<file path="src/rtl/pong_pkg.sv">
// Shared types and default geometry for the pong VGA display path.
package pong_pkg;

  localparam int unsigned DEF_COLOR_W  = 4;
  localparam int unsigned DEF_H_ACTIVE = 640;
  localparam int unsigned DEF_V_ACTIVE = 480;

  typedef struct packed {
    logic [DEF_COLOR_W-1:0] r;
    logic [DEF_COLOR_W-1:0] g;
    logic [DEF_COLOR_W-1:0] b;
  } rgb_t;

  localparam rgb_t BLACK = '0;

endpackage

</file>
<file path="src/rtl/rect_hit.sv">
// Combinational point-in-rectangle test: left/top edges exclusive, right edge inclusive, bottom exclusive.
module rect_hit #(
  parameter int unsigned CW = 16
) (
  input  logic          en,
  input  logic [CW-1:0] x0,
  input  logic [CW-1:0] x1,
  input  logic [CW-1:0] y0,
  input  logic [CW-1:0] y1,
  input  logic [CW-1:0] h,
  input  logic [CW-1:0] v,
  output logic          hit
);

  // Degenerate rectangles (x1 <= x0, y1 <= y0 + 1) fall out of these compares as never-hit.
  assign hit = en && (x0 < h) && (h <= x1) && (y0 < v) && (v < y1);

endmodule

</file>
<file path="src/rtl/rect_compositor.sv">
// Prioritised rectangle-layer pixel compositor with per-frame shadow geometry and ball collision flags.
module rect_compositor import pong_pkg::*; #(
  parameter int unsigned NUM_RECTS = 4,
  parameter int unsigned CW        = 16,
  parameter int unsigned COLOR_W   = DEF_COLOR_W,
  parameter int unsigned H_ACTIVE  = DEF_H_ACTIVE,
  parameter int unsigned V_ACTIVE  = DEF_V_ACTIVE
) (
  input  logic                           clk,
  input  logic                           rst,
  input  logic [CW-1:0]                  h_counter,
  input  logic [CW-1:0]                  v_counter,
  input  logic [NUM_RECTS*CW-1:0]        rect_x0,
  input  logic [NUM_RECTS*CW-1:0]        rect_x1,
  input  logic [NUM_RECTS*CW-1:0]        rect_y0,
  input  logic [NUM_RECTS*CW-1:0]        rect_y1,
  input  logic [NUM_RECTS*3*COLOR_W-1:0] rect_color,
  input  logic [NUM_RECTS-1:0]           rect_en,
  input  logic [3*COLOR_W-1:0]           bg_color,
  output logic [COLOR_W-1:0]             red,
  output logic [COLOR_W-1:0]             green,
  output logic [COLOR_W-1:0]             blue,
  output logic [NUM_RECTS-1:0]           collision,
  output logic                           frame_done
);

  localparam int unsigned PIX_W = 3 * COLOR_W;

  logic [CW-1:0]        sh_x0    [NUM_RECTS];
  logic [CW-1:0]        sh_x1    [NUM_RECTS];
  logic [CW-1:0]        sh_y0    [NUM_RECTS];
  logic [CW-1:0]        sh_y1    [NUM_RECTS];
  logic [PIX_W-1:0]     sh_color [NUM_RECTS];
  logic [NUM_RECTS-1:0] sh_en;
  logic                 started;

  logic                 frame_start_c;
  logic                 frame_end_c;
  logic                 active_c;
  logic [NUM_RECTS-1:0] hit_c;

  logic [NUM_RECTS-1:0] hit_q;
  logic                 active_q;
  logic                 frame_end_q;

  logic [NUM_RECTS-1:0] sticky;
  logic [NUM_RECTS-1:0] sticky_next_c;
  logic [PIX_W-1:0]     pix_c;

  assign frame_start_c = (h_counter == '0) && (v_counter == '0);
  assign frame_end_c   = (h_counter == '0) && (v_counter == CW'(V_ACTIVE));
  // Nothing is visible until the first frame start after reset.
  assign active_c      = (started || frame_start_c)
                         && (h_counter < CW'(H_ACTIVE)) && (v_counter < CW'(V_ACTIVE));

  // The frame-start sample sees the incoming geometry directly, later samples the shadow copy.
  for (genvar i = 0; i < NUM_RECTS; i++) begin : g_layer
    logic          en_c;
    logic [CW-1:0] x0_c;
    logic [CW-1:0] x1_c;
    logic [CW-1:0] y0_c;
    logic [CW-1:0] y1_c;

    assign en_c = frame_start_c ? rect_en[i]            : sh_en[i];
    assign x0_c = frame_start_c ? rect_x0[i*CW +: CW]   : sh_x0[i];
    assign x1_c = frame_start_c ? rect_x1[i*CW +: CW]   : sh_x1[i];
    assign y0_c = frame_start_c ? rect_y0[i*CW +: CW]   : sh_y0[i];
    assign y1_c = frame_start_c ? rect_y1[i*CW +: CW]   : sh_y1[i];

    rect_hit #(.CW(CW)) u_hit (
      .en (en_c),
      .x0 (x0_c),
      .x1 (x1_c),
      .y0 (y0_c),
      .y1 (y1_c),
      .h  (h_counter),
      .v  (v_counter),
      .hit(hit_c[i])
    );
  end

  // Shadow enables and the started flag are the only shadow state that needs reset.
  always_ff @(posedge clk) begin
    if (rst) begin
      sh_en   <= '0;
      started <= 1'b0;
    end else if (frame_start_c) begin
      sh_en   <= rect_en;
      started <= 1'b1;
    end
  end

  always_ff @(posedge clk) begin
    if (!rst && frame_start_c) begin
      for (int i = 0; i < int'(NUM_RECTS); i++) begin
        sh_x0[i]    <= rect_x0[i*CW +: CW];
        sh_x1[i]    <= rect_x1[i*CW +: CW];
        sh_y0[i]    <= rect_y0[i*CW +: CW];
        sh_y1[i]    <= rect_y1[i*CW +: CW];
        sh_color[i] <= rect_color[i*PIX_W +: PIX_W];
      end
    end
  end

  // Stage 1: hit vector and frame flags.
  always_ff @(posedge clk) begin
    if (rst) begin
      hit_q       <= '0;
      active_q    <= 1'b0;
      frame_end_q <= 1'b0;
    end else begin
      hit_q       <= hit_c;
      active_q    <= active_c;
      frame_end_q <= frame_end_c;
    end
  end

  // Stage 2 combinational: priority colour pick and collision accumulation.
  always_comb begin
    sticky_next_c = sticky;
    pix_c         = bg_color;
    if (active_q && hit_q[0]) begin
      sticky_next_c = sticky | {hit_q[NUM_RECTS-1:1], 1'b0};
    end
    for (int i = int'(NUM_RECTS) - 1; i >= 0; i--) begin
      if (hit_q[i]) begin
        pix_c = sh_color[i];
      end
    end
    if (!active_q) begin
      pix_c = '0;
    end
  end

  always_ff @(posedge clk) begin
    if (rst) begin
      red        <= '0;
      green      <= '0;
      blue       <= '0;
      collision  <= '0;
      sticky     <= '0;
      frame_done <= 1'b0;
    end else begin
      {red, green, blue} <= pix_c;
      frame_done         <= frame_end_q;
      if (frame_end_q) begin
        collision <= sticky_next_c;
        sticky    <= '0;
      end else begin
        sticky    <= sticky_next_c;
      end
    end
  end

endmodule

</file>
<file path="config.mk">
export PLATFORM = sky130hd
export DESIGN_NAME = rect_compositor
export DESIGN_NICKNAME = d
export VERILOG_FILES = /design/src/rtl/pong_pkg.sv /design/src/rtl/rect_hit.sv /design/src/rtl/rect_compositor.sv
export SDC_FILE = /design/constraint.sdc
export NUM_CORES = 1
export LEC_CHECK = 0
export ABC_CLOCK_PERIOD_IN_PS = 35100
export CORE_ASPECT_RATIO = 0.6
export CORE_MARGIN = 4
export CORE_UTILIZATION = 53
export CTS_CLUSTER_DIAMETER = 120
export CTS_CLUSTER_SIZE = 40
export DETAILED_ROUTE_END_ITERATION = 16
export GPL_TIMING_DRIVEN = 0
export HOLD_SLACK_MARGIN = 0.02
export PLACE_DENSITY = 0.92
export SYNTH_ARGS = -nofsm -noshare
export SYNTH_HDL_FRONTEND = slang
export SYNTH_HIERARCHICAL = 1
export SYNTH_SLANG_ARGS = --single-unit
</file>
<file path="constraint.sdc">
create_clock -name clk -period 35.1 [get_ports clk]
set_clock_uncertainty 0.2 [all_clocks]
set_input_delay 7.02 -clock clk [delete_from_list [all_inputs] [get_ports clk]]
set_output_delay 7.02 -clock clk [all_outputs]
set_load 0.02 [all_outputs]
</file>
==> results.yml <==
final_layout:
  area_growth_pct: 25.55
  mostFrequentLayoutCell: "clkdlybuf4s50_1"
  fin_util_pct: 68.04
  n_fill_cell: 2612
  final_nets: 2603
  final_cell_mix: "clkdlybuf4s50_1 (369), edfxtp_1 (304), inv_1 (252), ha_1 (244), mux2_2 (168)"
  layout-drive-gt1-share_pct: 12.44
yosys:
  synth.avg_cell_area_sq_um: 12.46
  synth.distinct_cells: 45
  synthArstFlopShare_pct: 0
  synth_top_area_share_pct: 46.00
  ys.flop_type: "edfxtp_1"
  syn_inst: 1592
  yosys_register_bits: 334
  ys_top_cells_by_area: "edfxtp_1 (46%), ha_1 (15%), mux2_2 (9.5%)"
  yosysSeqAreaShare_pct: 49.03
  syn-num-nets: 2190
  yosysWarnings: 6
  yosys.area.top_type: "edfxtp_1"
  synth-edff-count: 304
  syn-cell-area_sq_um: 19840
setup_path:
  reg2reg_depth: 9
  crit_fanout: 10
  cp-start-kind: "input pin"
  r2r_start: "sh_x0[0][15]"
  path_depth: 15
  criticalPathCategory: "input pin to flop"
  worstReg2RegEnd: "hit_q[0]"
  path_buf_inv: 3
  required_ps: 35380
  regToRegSetupSlack_ps: 31720
  worstPathArrival_ps: 12690
  cp-endpoint: "hit_q[0]"
  critical-path-top-delay-family: "simple AND/OR/NAND/NOR gates"
  cp_slowest_cell: "nor4_1"
  cp-startpoint: "v_counter[3]"
  worstPathCellList: "clkdlybuf4s50_1 > nor4_1 > nand4_1 > nor3_4 > buf_4 > buf_4 > mux2_1 > ha_1 > or4b_1 > a31oi_1 > o311ai_1 > nor4_1 > o211ai_1 > a2111oi_2 > nor2b_1"
  end_kind: "flop"
  slowest_delay_ps: 770
sta:
  period_minus_slack_ps: 12410
  worst_pin_slew_ps: 833.4
  finalCritPeriodShare_pct: 35.36
  clock.fmax_mhz: 80.57
  fin_hold_ws_ps: 298.8
  slew_violations: 0
  hold_viol_final: 0
  setup_tns_ps: 0
  setup_viol: 0
  rsz0062_at_grt: "no"
  setup_slack_ps: 22690
  slew_headroom_pct: 44.44
clock_network:
  clk_pin_slew_ps: 140
  htreeDepth: 1
  cts_tree: "done"
  numCtsBuffers: 12
  cts_buffer_depth: 3
  postCtsSetupRepairBufs: 0
  cts.sinks: 334
  cts-hold-fix-buffers: 0
  post_cts_resized: 0
  cts-root-buf: "clkbuf_16"
  clkLatencyLatePin_ps: 550
detailed_routing:
  wl_per_cell_microns: 22.57
  drtIter0Drc: 1175
  num_vias: 14540
  ant_nets: 0
  drtPass1Iterations: 6
  drc: 0
  vias_per_cell: 5.766
  drt_wl_total_mm: 56.92
global_routing:
  antenna_found_initial: 11
  gr-usage-all-layers_pct: 26.61
  grt_overflow: 0
  grt_pass1_wl_mm: 84.31
  grt_pass1_vias: 14840
  grt_start_max_net_pins: 42
floorplan:
  core_sq_um: 36620
  initial_utilization_pct: 54.19
  die_x_microns: 257.8
  io_pins: 371
  die_y_microns: 157.9
  dieArea_sq_um: 40700
  rows: 54
flow_run:
  max_cap_violations: 0
place:
  hpwlAfterDp_mm: 45.26
  place.gp.congestion: 0.8971
  dp_slack_ps: 22190
  port_buffers: 369
pwr:
  ir_drop_mv: 0.03108
  leakage_nw: 9.979
  powerDensity_nw_per_um2: 28.79
outcome:
  status: "finished clean"
hold_path:
  worstHoldPathType: "flop to flop"
-- area by class of cell --
cell class	instances	area, sq um	share of cell area [%]
diodes	9	22.52	0.09039
plain buffers	43	290.3	1.165
clock buffers	17	340.3	1.366
clock inverters	1	30.03	0.1205
inverters	252	945.9	3.797
multi-input cells	963	8884	35.66
flip-flops and latches	334	9729	39.05
well taps	504	630.6	2.531
repair buffers	399	4043	16.23
-- sequential cells by signal, summed over array words and instances (netlist names) --
signal / cells
sh_x0: 64
frame_done: 1
sh_y0: 64
sh_color: 48
sh_en: 4
sh_x1: 64
red: 4
hit_q: 4
blue: 4
active_q: 1
started: 1
collision: 3
sh_y1: 64
green: 4
frame_end_q: 1
sticky: 3
-- worst min-delay path by stage --
stage / to / from / slack (ps) / depth (start not counted)
floorplan: sh_en[0] / sh_en[0] / 240 / 2
global placement: sh_en[0] / sh_en[0] / 260 / 2
detailed placement: sh_en[0] / sh_en[0] / 270 / 2
CTS: sh_en[0] / sh_en[0] / 290 / 2
global route: sh_en[2] / sh_en[2] / 320 / 2
finish: sh_en[1] / sh_en[1] / 300 / 2
-- report_power, final --
part | internal [mW] | switching [mW] | total [mW]
clock | 0.0709 | 0.125 | 0.196
combinational | 0.0497 | 0.0389 | 0.0886
sequential | 0.433 | 0.0000000000375 | 0.433
total | 0.553 | 0.164 | 0.717
-- cells by family (layout without fill, tap and decap cells) --
logic type,Yosys count,count (layout),share of synthesized area (%)
compound gates,217,217,7.409
fa+ha+maj,244,244,15.38
buf+inv,295,712,6.229
flops,334,334,49.03
mux,288,288,16.24
other cells,1,10,0.01890
simple gates,213,213,5.687
-- Yosys cell counts (8+ instances only) --
| library cell | count |
|---|---|
| edfxtp_1 | 304 |
| inv_1 | 252 |
| ha_1 | 244 |
| mux2_2 | 168 |
| mux2_1 | 104 |
| a21oi_1 | 72 |
| nand4_1 | 47 |
| nand2_1 | 40 |
| nor2_1 | 32 |
| nor3_1 | 31 |
| dfxtp_1 | 30 |
| a21o_1 | 28 |
| buf_4 | 24 |
| a211oi_1 | 19 |
| nor2b_1 | 17 |
| o21ai_0 | 17 |
| mux2i_1 | 16 |
| nand2b_1 | 13 |
| nand3_1 | 12 |
| o211ai_1 | 12 |
| o21a_1 | 12 |
| clkbuf_1 | 11 |
| nor4_1 | 9 |
| a2111oi_0 | 8 |
| a311oi_1 | 8 |
| o31ai_1 | 8 |
-- layer usage --
metal | global-route usage (%) | vias up | wire length, microns
met1 | 36.23 | 7074 | 23990
li1 | - | 6711 | -
met2 | 44.63 | 641 | 26870
met4 | 8.361 | 6 | 1808
met3 | 3.997 | 110 | 4214
met5 | 0 | - | 35
-- tightest hold or removal path, stage by stage, from the launching register on --
cell      delay (ps)
dfxtp_1          340
nand2b_1          70
mux2i_1           60
-- per-stage QoR --
step                power, mW  instance area (sq um)  cells
floorplan              0.4670                  19840   1592
global placement       0.5239                  24170   2465
detailed placement     0.5284                  24520   2495
CTS                    0.7206                  24890   2513
global route           0.7406                  24910   2521
finish                 0.7173                  24920   2522
Power figures use the tool's default switching activity.
